## config.mk

```make
export PLATFORM = sky130hd
export DESIGN_NAME = mac_column_accum
export DESIGN_NICKNAME = d
export VERILOG_FILES = /design/src/rtl/mac_pkg.sv /design/src/rtl/accum_adder.sv /design/src/rtl/mac_column_accum.sv
export SDC_FILE = /design/constraint.sdc
export NUM_CORES = 1
export LEC_CHECK = 0
export ABC_AREA = 1
export CAP_MARGIN = 20
export CORE_MARGIN = 2
export CORE_UTILIZATION = 55
export CTS_BUF_LIST = sky130_fd_sc_hd__clkbuf_8
export DETAILED_ROUTE_END_ITERATION = 6
export GPL_ROUTABILITY_DRIVEN = 0
export PLACE_DENSITY = 0.85
export SYNTH_ARGS = -nofsm -noshare
export SYNTH_HDL_FRONTEND = slang
export SYNTH_SLANG_ARGS = --single-unit
```

## constraint.sdc

```tcl
create_clock -name clk -period 5.1 [get_ports clk]
set_clock_uncertainty 0.2 [all_clocks]
set_input_delay 0.51 -clock clk [delete_from_list [all_inputs] [get_ports clk]]
set_output_delay 0.51 -clock clk [all_outputs]
set_load 0.05 [all_outputs]
```

## src/rtl/mac_pkg.sv

```systemverilog
// Shared types, default widths and the saturating add used by the column accumulator.
package mac_pkg;

    typedef enum logic [1:0] {
        IDLE,
        ACCUM,
        HOLD
    } accum_state_t;

    localparam int DATA_WIDTH_DEF   = 8;
    localparam int RESULT_WIDTH_DEF = 3 * DATA_WIDTH_DEF;
    localparam int ACC_WIDTH_DEF    = DATA_WIDTH_DEF + 16;

    // Operands arrive sign-extended to 64 bits from a w-bit accumulator; overflow is
    // judged on bit w-1 and the result is clamped into the signed w-bit range.
    function automatic logic signed [63:0] sat_add(input logic signed [63:0] a,
                                                   input logic signed [63:0] b,
                                                   input int unsigned w);
        logic signed [63:0] s;
        logic signed [63:0] max_v;
        logic signed [63:0] min_v;
        s     = a + b;
        max_v = (64'sd1 <<< (w - 1)) - 64'sd1;
        min_v = -(64'sd1 <<< (w - 1));
        if ((a[w-1] == b[w-1]) && (s[w-1] != a[w-1])) begin
            return a[w-1] ? min_v : max_v;
        end
        return s;
    endfunction

endpackage

```

## src/rtl/accum_adder.sv

```systemverilog
// Combinational sign-extend and add of a column partial sum onto the accumulator base.
// MAC_COLUMN_ACCUM_SAT_EN selects a clamping adder with a clamp indication.
module accum_adder
    import mac_pkg::*;
#(
    parameter int RESULT_WIDTH = RESULT_WIDTH_DEF,
    parameter int ACC_WIDTH    = ACC_WIDTH_DEF
) (
    input  logic signed [ACC_WIDTH-1:0]    base,
    input  logic signed [RESULT_WIDTH-1:0] psum,
    output logic signed [ACC_WIDTH-1:0]    sum
`ifdef MAC_COLUMN_ACCUM_SAT_EN
    ,
    output logic                           clamp
`endif
);

    logic signed [ACC_WIDTH-1:0] psum_ext;

    assign psum_ext = ACC_WIDTH'(psum);

`ifdef MAC_COLUMN_ACCUM_SAT_EN
    logic signed [63:0]          sat_full;
    logic signed [ACC_WIDTH-1:0] wrap_sum;

    assign sat_full = sat_add(64'(base), 64'(psum_ext), ACC_WIDTH);
    assign wrap_sum = base + psum_ext;
    assign sum      = sat_full[ACC_WIDTH-1:0];
    // A clamp is exactly the case where the saturated result departs from the wrapped one.
    assign clamp    = (sum != wrap_sum);
`else
    assign sum = base + psum_ext;
`endif

endmodule

```

## src/rtl/mac_column_accum.sv

```systemverilog
// Accumulates shifted column partial sums of one weight group and presents the dot product
// over valid/ready. Optional saturation and sat_flag port under MAC_COLUMN_ACCUM_SAT_EN.
module mac_column_accum
    import mac_pkg::*;
#(
    parameter int DATA_WIDTH   = 8,
    parameter int RESULT_WIDTH = 3 * DATA_WIDTH,
    parameter int ACC_WIDTH    = DATA_WIDTH + 16,
    parameter int MAX_COLUMNS  = DATA_WIDTH,
    parameter int CNT_WIDTH    = $clog2(MAX_COLUMNS) + 1
) (
    input  logic                           clk,
    input  logic                           reset,
    input  logic                           in_valid,
    output logic                           in_ready,
    input  logic signed [RESULT_WIDTH-1:0] in_psum,
    input  logic                           in_first,
    input  logic                           in_last,
    input  logic                           load_accum,
    input  logic signed [ACC_WIDTH-1:0]    accum_prev,
    output logic                           out_valid,
    input  logic                           out_ready,
    output logic signed [ACC_WIDTH-1:0]    out_accum,
    output logic [CNT_WIDTH-1:0]           col_count,
    output logic                           overrun
`ifdef MAC_COLUMN_ACCUM_SAT_EN
    ,
    output logic                           sat_flag
`endif
);

    accum_state_t                state;
    accum_state_t                state_next;
    logic signed [ACC_WIDTH-1:0] acc;
    logic signed [ACC_WIDTH-1:0] base;
    logic signed [ACC_WIDTH-1:0] sum;
    logic                        in_xfer;
    logic                        out_xfer;
    logic                        start;
    logic                        cont;
    logic                        take;
    logic                        drop;
    logic                        close_grp;
    logic [CNT_WIDTH-1:0]        cnt_next;

    assign in_xfer  = in_valid & in_ready;
    assign out_xfer = out_valid & out_ready;

    // in_ready in HOLD implies out_ready, so any start taken there overlaps the output transfer.
    assign start     = in_xfer & in_first;
    assign cont      = in_xfer & ~in_first & (state == ACCUM);
    assign take      = start | cont;
    assign drop      = in_xfer & ~take;
    assign cnt_next  = start ? CNT_WIDTH'(1) : col_count + CNT_WIDTH'(1);
    assign close_grp = take & (in_last | (cnt_next == CNT_WIDTH'(MAX_COLUMNS)));

    assign base = in_first ? (load_accum ? accum_prev : '0) : acc;

`ifdef MAC_COLUMN_ACCUM_SAT_EN
    logic clamp;

    accum_adder #(
        .RESULT_WIDTH(RESULT_WIDTH),
        .ACC_WIDTH   (ACC_WIDTH)
    ) u_adder (
        .base (base),
        .psum (in_psum),
        .sum  (sum),
        .clamp(clamp)
    );

    always_ff @(posedge clk) begin
        if (reset) begin
            sat_flag <= 1'b0;
        end else if (take && clamp) begin
            sat_flag <= 1'b1;
        end
    end
`else
    accum_adder #(
        .RESULT_WIDTH(RESULT_WIDTH),
        .ACC_WIDTH   (ACC_WIDTH)
    ) u_adder (
        .base(base),
        .psum(in_psum),
        .sum (sum)
    );
`endif

    always_ff @(posedge clk) begin
        if (reset) begin
            state <= IDLE;
        end else begin
            state <= state_next;
        end
    end

    always_comb begin
        state_next = state;
        if (take) begin
            state_next = close_grp ? HOLD : ACCUM;
        end else if ((state == HOLD) && out_xfer) begin
            state_next = IDLE;
        end
    end

    always_comb begin
        out_valid = (state == HOLD);
        in_ready  = (state != HOLD) || out_ready;
    end

    always_ff @(posedge clk) begin
        if (reset) begin
            acc       <= '0;
            out_accum <= '0;
            col_count <= '0;
            overrun   <= 1'b0;
        end else begin
            if (take) begin
                acc       <= sum;
                col_count <= cnt_next;
            end else if ((state == HOLD) && out_xfer) begin
                col_count <= '0;
            end
            if (close_grp) begin
                out_accum <= sum;
            end
            // Sticky: a stray non-first column or a group forced shut by the column limit.
            if (drop || (close_grp && !in_last)) begin
                overrun <= 1'b1;
            end
        end
    end

endmodule

```

==> results of run 1 <==
-- per-stage QoR --
stage	power [mW]	worst slack, ps	hold WS, ps	std cells	utilization
3_3_place_gp	0.9792	1365	231.1	849	0.6879
6_report	1.298	1590	248.6	857	0.7040
5_1_grt	1.368	1357	274.1	857	0.7040
3_5_place_dp	0.9916	1279	237.2	849	0.6879
2_1_floorplan	0.8325	2302	257.8	681	-
4_1_cts	1.289	1596	253.1	857	0.7040
-- routing by layer --
layer  share of wire  vias to the layer above
met3           0.072                       41
li1                -                     2260
met5               0                        -
met2            0.48                      242
met1            0.41                     2048
met4           0.043                        0
-- state kept, by name (all words and copies together), names as in the netlist --
| signal | cells |
|---|---|
| col_count | 4 |
| overrun | 1 |
| state | 2 |
| acc | 24 |
| out_accum | 24 |
-- report_power, final --
part	switching, mW	internal, mW
clock network	0.145	0.159
logic	0.321	0.184
registers	0.0222	0.466
total	0.489	0.809
-- how the worst max path moves through the flow --
stage / start / end / slack, ps
finish: in_first / acc[16] / 1590
global route: in_first / acc[12] / 1360
CTS: in_first / acc[16] / 1600
detailed placement: in_first / acc[16] / 1280
global placement: in_first / acc[16] / 1360
floorplan: in_first / acc[16] / 2300
-- critical path, delay by kind of cell --
family | cells | cell delay [ps]
simple gates | 11 | 880
fa+ha+maj | 2 | 590
compound gates | 1 | 240
buf+inv | 5 | 1300
-- cell families after synthesis --
family | after synthesis | share of synthesized area
AO/OA/AOI/OAI | 85 | 0.1304
XOR/XNOR | 9 | 0.01902
adder cells (fa/ha/maj) | 26 | 0.08031
buffers and inverters | 143 | 0.1398
flip-flops | 55 | 0.2657
AND/OR/NAND/NOR | 363 | 0.3647
-- layout make-up --
type,instances,area share
Multi-Input combinational cell,483,0.4799
Sequential cell,55,0.2145
Clock buffer,6,0.01609
Timing Repair Buffer,85,0.1657
Clock inverter,2,0.006824
Inverter,127,0.09286
Tap cell,99,0.02413
-- placed cells by master, fill, tap and decap left out, drive strengths merged --
cell / count
nand2: 273
a21oi: 24
xor2: 6
nand3: 38
o21bai: 9
nor4: 1
bufinv: 1
nor3: 1
clkbuf: 6
a22oi: 1
nand4: 7
clkinv: 2
xnor2: 3
ha: 25
a22o: 22
nand3b: 5
o32ai: 1
inv: 126
nor2: 34
o21ai: 28
fa: 1
and2: 2
dfxtp: 55
or2: 2
clkdlybuf4s50: 85
==> results.sh, run 1 <==
export IMPL_regToRegStartpoint="acc[2]"
export IMPL_crit_required_ps=5120
export IMPL_vias_per_cell=5.357
export IMPL_r2r_slack_ps=2650
export IMPL_max_slew_margin=0.4104
export IMPL_min_path_type="register to register"
export IMPL_clk_latency_ps=310
export IMPL_finalSetupViolCount=0
export IMPL_path_cells="clkdlybuf4s50_1, nand2_1, inv_1, a22o_1, ha_1, inv_1, fa_1, inv_1, nand3_1, nand2_1, nand2_1, nand2_1, nand3_1, nand2_1, nand2_1, nand2_1, nand2_1, nand2_1, inv_1"
export IMPL_grt_pass1_vias=4323
export IMPL_start_util=0.5683
export IMPL_busiest_layer="met2"
export IMPL_syn_area_per_cell_sq_um=6.085
export IMPL_grt_pass1_wl_mm=19.68
export IMPL_ctsResizeCount=0
export IMPL_antenna_cells=0
export IMPL_finalSetupTns_ps=0
export IMPL_clk_pin_slew_ps=90
export IMPL_met3_usage=0.05509
export IMPL_crit_top_cell="nand2_1"
export IMPL_wl_per_cell_um=14.20
export IMPL_grt_ovfl_total=0
export IMPL_finalHoldViolations=0
export IMPL_rows=31
export IMPL_pin_count=86
export IMPL_clkSinkCount=55
export IMPL_yosys_top_cells_area="dfxtp_1, nand2_1, inv_1"
export IMPL_syn_nets=762
export IMPL_grtUsageTotal=0.2937
export IMPL_crit_type="input pin to register"
export IMPL_clockBufferDepth=2
export IMPL_period_needed_ps=3510
export IMPL_power_density_nw_per_um2=252.9
export IMPL_grt_max_degree=42
export IMPL_dp_hpwl_mm=9.581
export IMPL_dieArea_sq_um=8245
export IMPL_grt_met2_usage=0.5205
export IMPL_coreArea_sq_um=7292
export IMPL_port_buffer_count=85
export IMPL_postCtsHoldBufs=0
export IMPL_cp_slowest_stage_delay_ps=570
export IMPL_synth_top_flop_cell="dfxtp_1"
export IMPL_synth_most_common_cell="nand2_1"
export IMPL_syn_to_final_growth_pct=23.88
export IMPL_holdPathStages=2
export IMPL_die_width_um=90.80
export IMPL_htree_num_levels=2
export IMPL_irDropWorstVdd_v=0.0001688
export IMPL_clock_root_buffer="clkbuf_8"
export IMPL_yosysTopAreaCell="dfxtp_1"
export IMPL_r2r_cells=11
export IMPL_synth_edf_count=0
export IMPL_leakagePower_nw=2.839
export IMPL_seq_area_sq_um=1101
export IMPL_routed_wirelength_mm=12.17
export IMPL_fillCellCount=663
export IMPL_fmax_mhz=284.9
export IMPL_hp_start="out_accum[3]"
export IMPL_vias=4591
export IMPL_drc_errors=0
export IMPL_numCtsBuffers=5
export IMPL_synth_common_cells="nand2_1, inv_1, dfxtp_1, nand3_1, nor2_1"
export IMPL_ant_nets=0
export IMPL_endpoint_kind="register"
export IMPL_timing_final_crit_share=0.6882
export IMPL_outcome="finished, final reports clean"
export IMPL_drv_cap=0
export IMPL_async_flop_share=0
export IMPL_synth_area_sq_um=4144
export IMPL_cts_tree="done"
export IMPL_cts_setup_buffers=0
export IMPL_synth_distinct_cells=38
export IMPL_fin_area_sq_um=5134
export IMPL_met1_usage=0.3437
export IMPL_drt_iter0_markers=341
export IMPL_placed_cell_area_sq_um=5016
export IMPL_critPathSlowestCell="clkdlybuf4s50_1"
export IMPL_multiInputGateArea_sq_um=2464
export IMPL_ys_ff_latch=55
export IMPL_arrival_ps=3530
export IMPL_syn_inst=681
export IMPL_netlist_area_leader_share=0.2657
export IMPL_die_h_um=90.80
export IMPL_drive_above_1_share=0.03298
export IMPL_critPathMaxFanout=24
export IMPL_holdPathEnd="out_accum[3]"
export IMPL_final_nets=838
export IMPL_rr_endpoint="acc[11]"
export IMPL_rsz0062_at_grt="false"
export IMPL_yosys_warnings=0
export IMPL_antenna_found_initial=0
export IMPL_worstMarginPinSlew_ps=883.5
export IMPL_drv_slew=0
export IMPL_yosysSeqAreaShare=0.2657
export IMPL_drt_first_pass_iters=5
export IMPL_cp_start_kind="input pin"
(Power assumes the default switching activity.)
==> inputs of run 2 (changes only) <==
--- a/config.mk
+++ b/config.mk
@@ -8,11 +8,11 @@
 export ABC_AREA = 1
 export CAP_MARGIN = 20
 export CORE_MARGIN = 2
-export CORE_UTILIZATION = 55
+export CORE_UTILIZATION = 48
 export CTS_BUF_LIST = sky130_fd_sc_hd__clkbuf_8
 export DETAILED_ROUTE_END_ITERATION = 6
 export GPL_ROUTABILITY_DRIVEN = 0
-export PLACE_DENSITY = 0.85
+export PLACE_DENSITY = 0.79
 export SYNTH_ARGS = -nofsm -noshare
 export SYNTH_HDL_FRONTEND = slang
 export SYNTH_SLANG_ARGS = --single-unit
==> constraint.sdc (replaced) <==
create_clock -name clk -period 3 [get_ports clk]
set_clock_uncertainty 0.2 [all_clocks]
set_input_delay 0.3 -clock clk [delete_from_list [all_inputs] [get_ports clk]]
set_output_delay 0.3 -clock clk [all_outputs]
set_load 0.05 [all_outputs]
==> run 2 against run 1 <==
  * Die area increased by 14%
  * Power increased by 62%
  * Wire length decreased by 3.3%
  * Clock power increased by 31%
  * Setup slack got worse by 1400 ps
  * Sequential power increased by 70%
  * Critical path depth decreased by 5
  * Largest cell class unchanged
  * Critical endpoint is now acc[11]
  * First-iteration DRC count decreased by 6.5%
  * Sequential share of layout area decreased by 0.49 points
  * Clock-buffer cell count decreased by 1
  * Highest routed layer unchanged
  * Non-clock buffer count increased by 16
  * Via count decreased by 1.7%
==> results.sh, run 2 (same netlist as run 1, synthesis figures left out) <==
export IMPL_dp_hpwl_mm=9.664
export IMPL_min_path_type="register to register"
export IMPL_drv_cap=0
export IMPL_reg_top3="acc x24, out_accum x24, col_count x4"
export IMPL_dieArea_sq_um=9393
export IMPL_numCtsBuffers=5
export IMPL_finalSetupViolCount=0
export IMPL_arrival_ps=2840
export IMPL_grt_pass1_wl_mm=19.38
export IMPL_vias_per_cell=5.137
export IMPL_drt_iter0_markers=319
export IMPL_crit_type="input pin to register"
export IMPL_leakagePower_nw=2.911
export IMPL_grt_pass1_vias=4229
export IMPL_clock_root_buffer="clkbuf_8"
export IMPL_multiInputGateArea_sq_um=2464
export IMPL_r2r_slack_ps=630
export IMPL_clk_pin_slew_ps=90
export IMPL_pin_count=86
export IMPL_final_nets=854
export IMPL_endpoint_kind="register"
export IMPL_port_buffer_count=85
export IMPL_drv_slew=0
export IMPL_max_slew_margin=0.6530
export IMPL_coreArea_sq_um=8299
export IMPL_outcome="finished, final reports clean"
export IMPL_fmax_mhz=353.7
export IMPL_wl_per_cell_um=13.38
export IMPL_cts_setup_buffers=0
export IMPL_start_util=0.4993
export IMPL_fillCellCount=791
export IMPL_drive_above_1_share=0.05168
export IMPL_postCtsHoldBufs=0
export IMPL_grt_ovfl_total=0
export IMPL_power_density_nw_per_um2=400.8
export IMPL_die_h_um=96.92
export IMPL_fin_util=0.6330
export IMPL_grtUsageTotal=0.2506
export IMPL_instances_no_fill=879
export IMPL_hold_slack_ps=251.3
export IMPL_drc_errors=0
export IMPL_htree_num_levels=2
export IMPL_routed_wirelength_mm=11.76
export IMPL_final_common_cell="nand2_1"
export IMPL_clkSinkCount=55
export IMPL_cts_tree="done"
export IMPL_rows=33
export IMPL_rsz0062_at_grt="false"
export IMPL_timing_final_crit_share=0.9425
export IMPL_drt_first_pass_iters=5
export IMPL_ant_nets=0
export IMPL_vias=4515
export IMPL_crit_required_ps=3010
export IMPL_cp_start_kind="input pin"
export IMPL_grt_max_degree=24
export IMPL_worstMarginPinSlew_ps=518.9
export IMPL_antenna_cells=0
export IMPL_critPathMaxFanout=23
export IMPL_layout_common_cells="nand2_1, inv_1, clkdlybuf4s50_1"
export IMPL_die_width_um=96.92
export IMPL_place_inst=871
export IMPL_period_needed_ps=2828
export IMPL_finalSetupTns_ps=0
export IMPL_ctsResizeCount=0
export IMPL_irDropWorstVdd_v=0.0002815
export IMPL_clk_latency_ps=310
export IMPL_finalHoldViolations=0
export IMPL_syn_to_final_growth_pct=26.78
export IMPL_clockBufferDepth=2
export IMPL_antenna_found_initial=0
export IMPL_seq_area_sq_um=1101
[run 2: worst paths after layout]
check	startpoint	to	depth (start not counted)
worst max-delay path	in_first	acc[11]	14
worst min register to register	out_accum[4]	out_accum[4]	2
worst min-delay path	out_accum[4]	out_accum[4]	2
worst max register to register	acc[3]	acc[11]	11
[run 2: where the power goes]
group / switching [mW] / internal [mW]
combinational: 0.540 / 0.339
sequential: 0.0369 / 0.792
clock: 0.237 / 0.160
total: 0.814 / 1.29
[run 2: critical path, stage by stage]
cell and delay [ps]:
clkdlybuf4s50_1 510, inv_1 90, buf_12 160, a22o_1 250, ha_1 370, nand2_1 120, nor2_1 200, nand3_1 100
nand2_1 220, nand2_1 110, nand3_1 90, nand2_1 100, o21bai_1 150, inv_1 50
[run 2: final cells by class]
class | instances | area share
multi-input cells | 483 | 0.4689
flip-flops and latches | 55 | 0.2096
repair buffers | 101 | 0.1896
inverters | 127 | 0.09074
well taps | 105 | 0.02501
clock buffers | 5 | 0.01310
clock inverters | 3 | 0.003096
[run 2: through the flow]
stage / setup slack [ps] / cell area, sq um / power [mW]
final: 172.4 / 5254 / 2.106
after global routing: 85.48 / 5254 / 2.241
after CTS: 236.5 / 5254 / 2.110
after detailed placement: -88.66 / 5169 / 1.716
after global placement: -12.60 / 5169 / 1.701
after floorplan: 412.2 / 4144 / 1.415
[run 2: layer usage]
metal | vias up | wire length (um) | global-route usage
li1 | 2297 | - | -
met1 | 2013 | 4798 | 0.3029
met2 | 180 | 5783 | 0.4498
met3 | 25 | 838 | 0.03829
met4 | 0 | 342 | 0.08667
met5 | - | 0 | 0
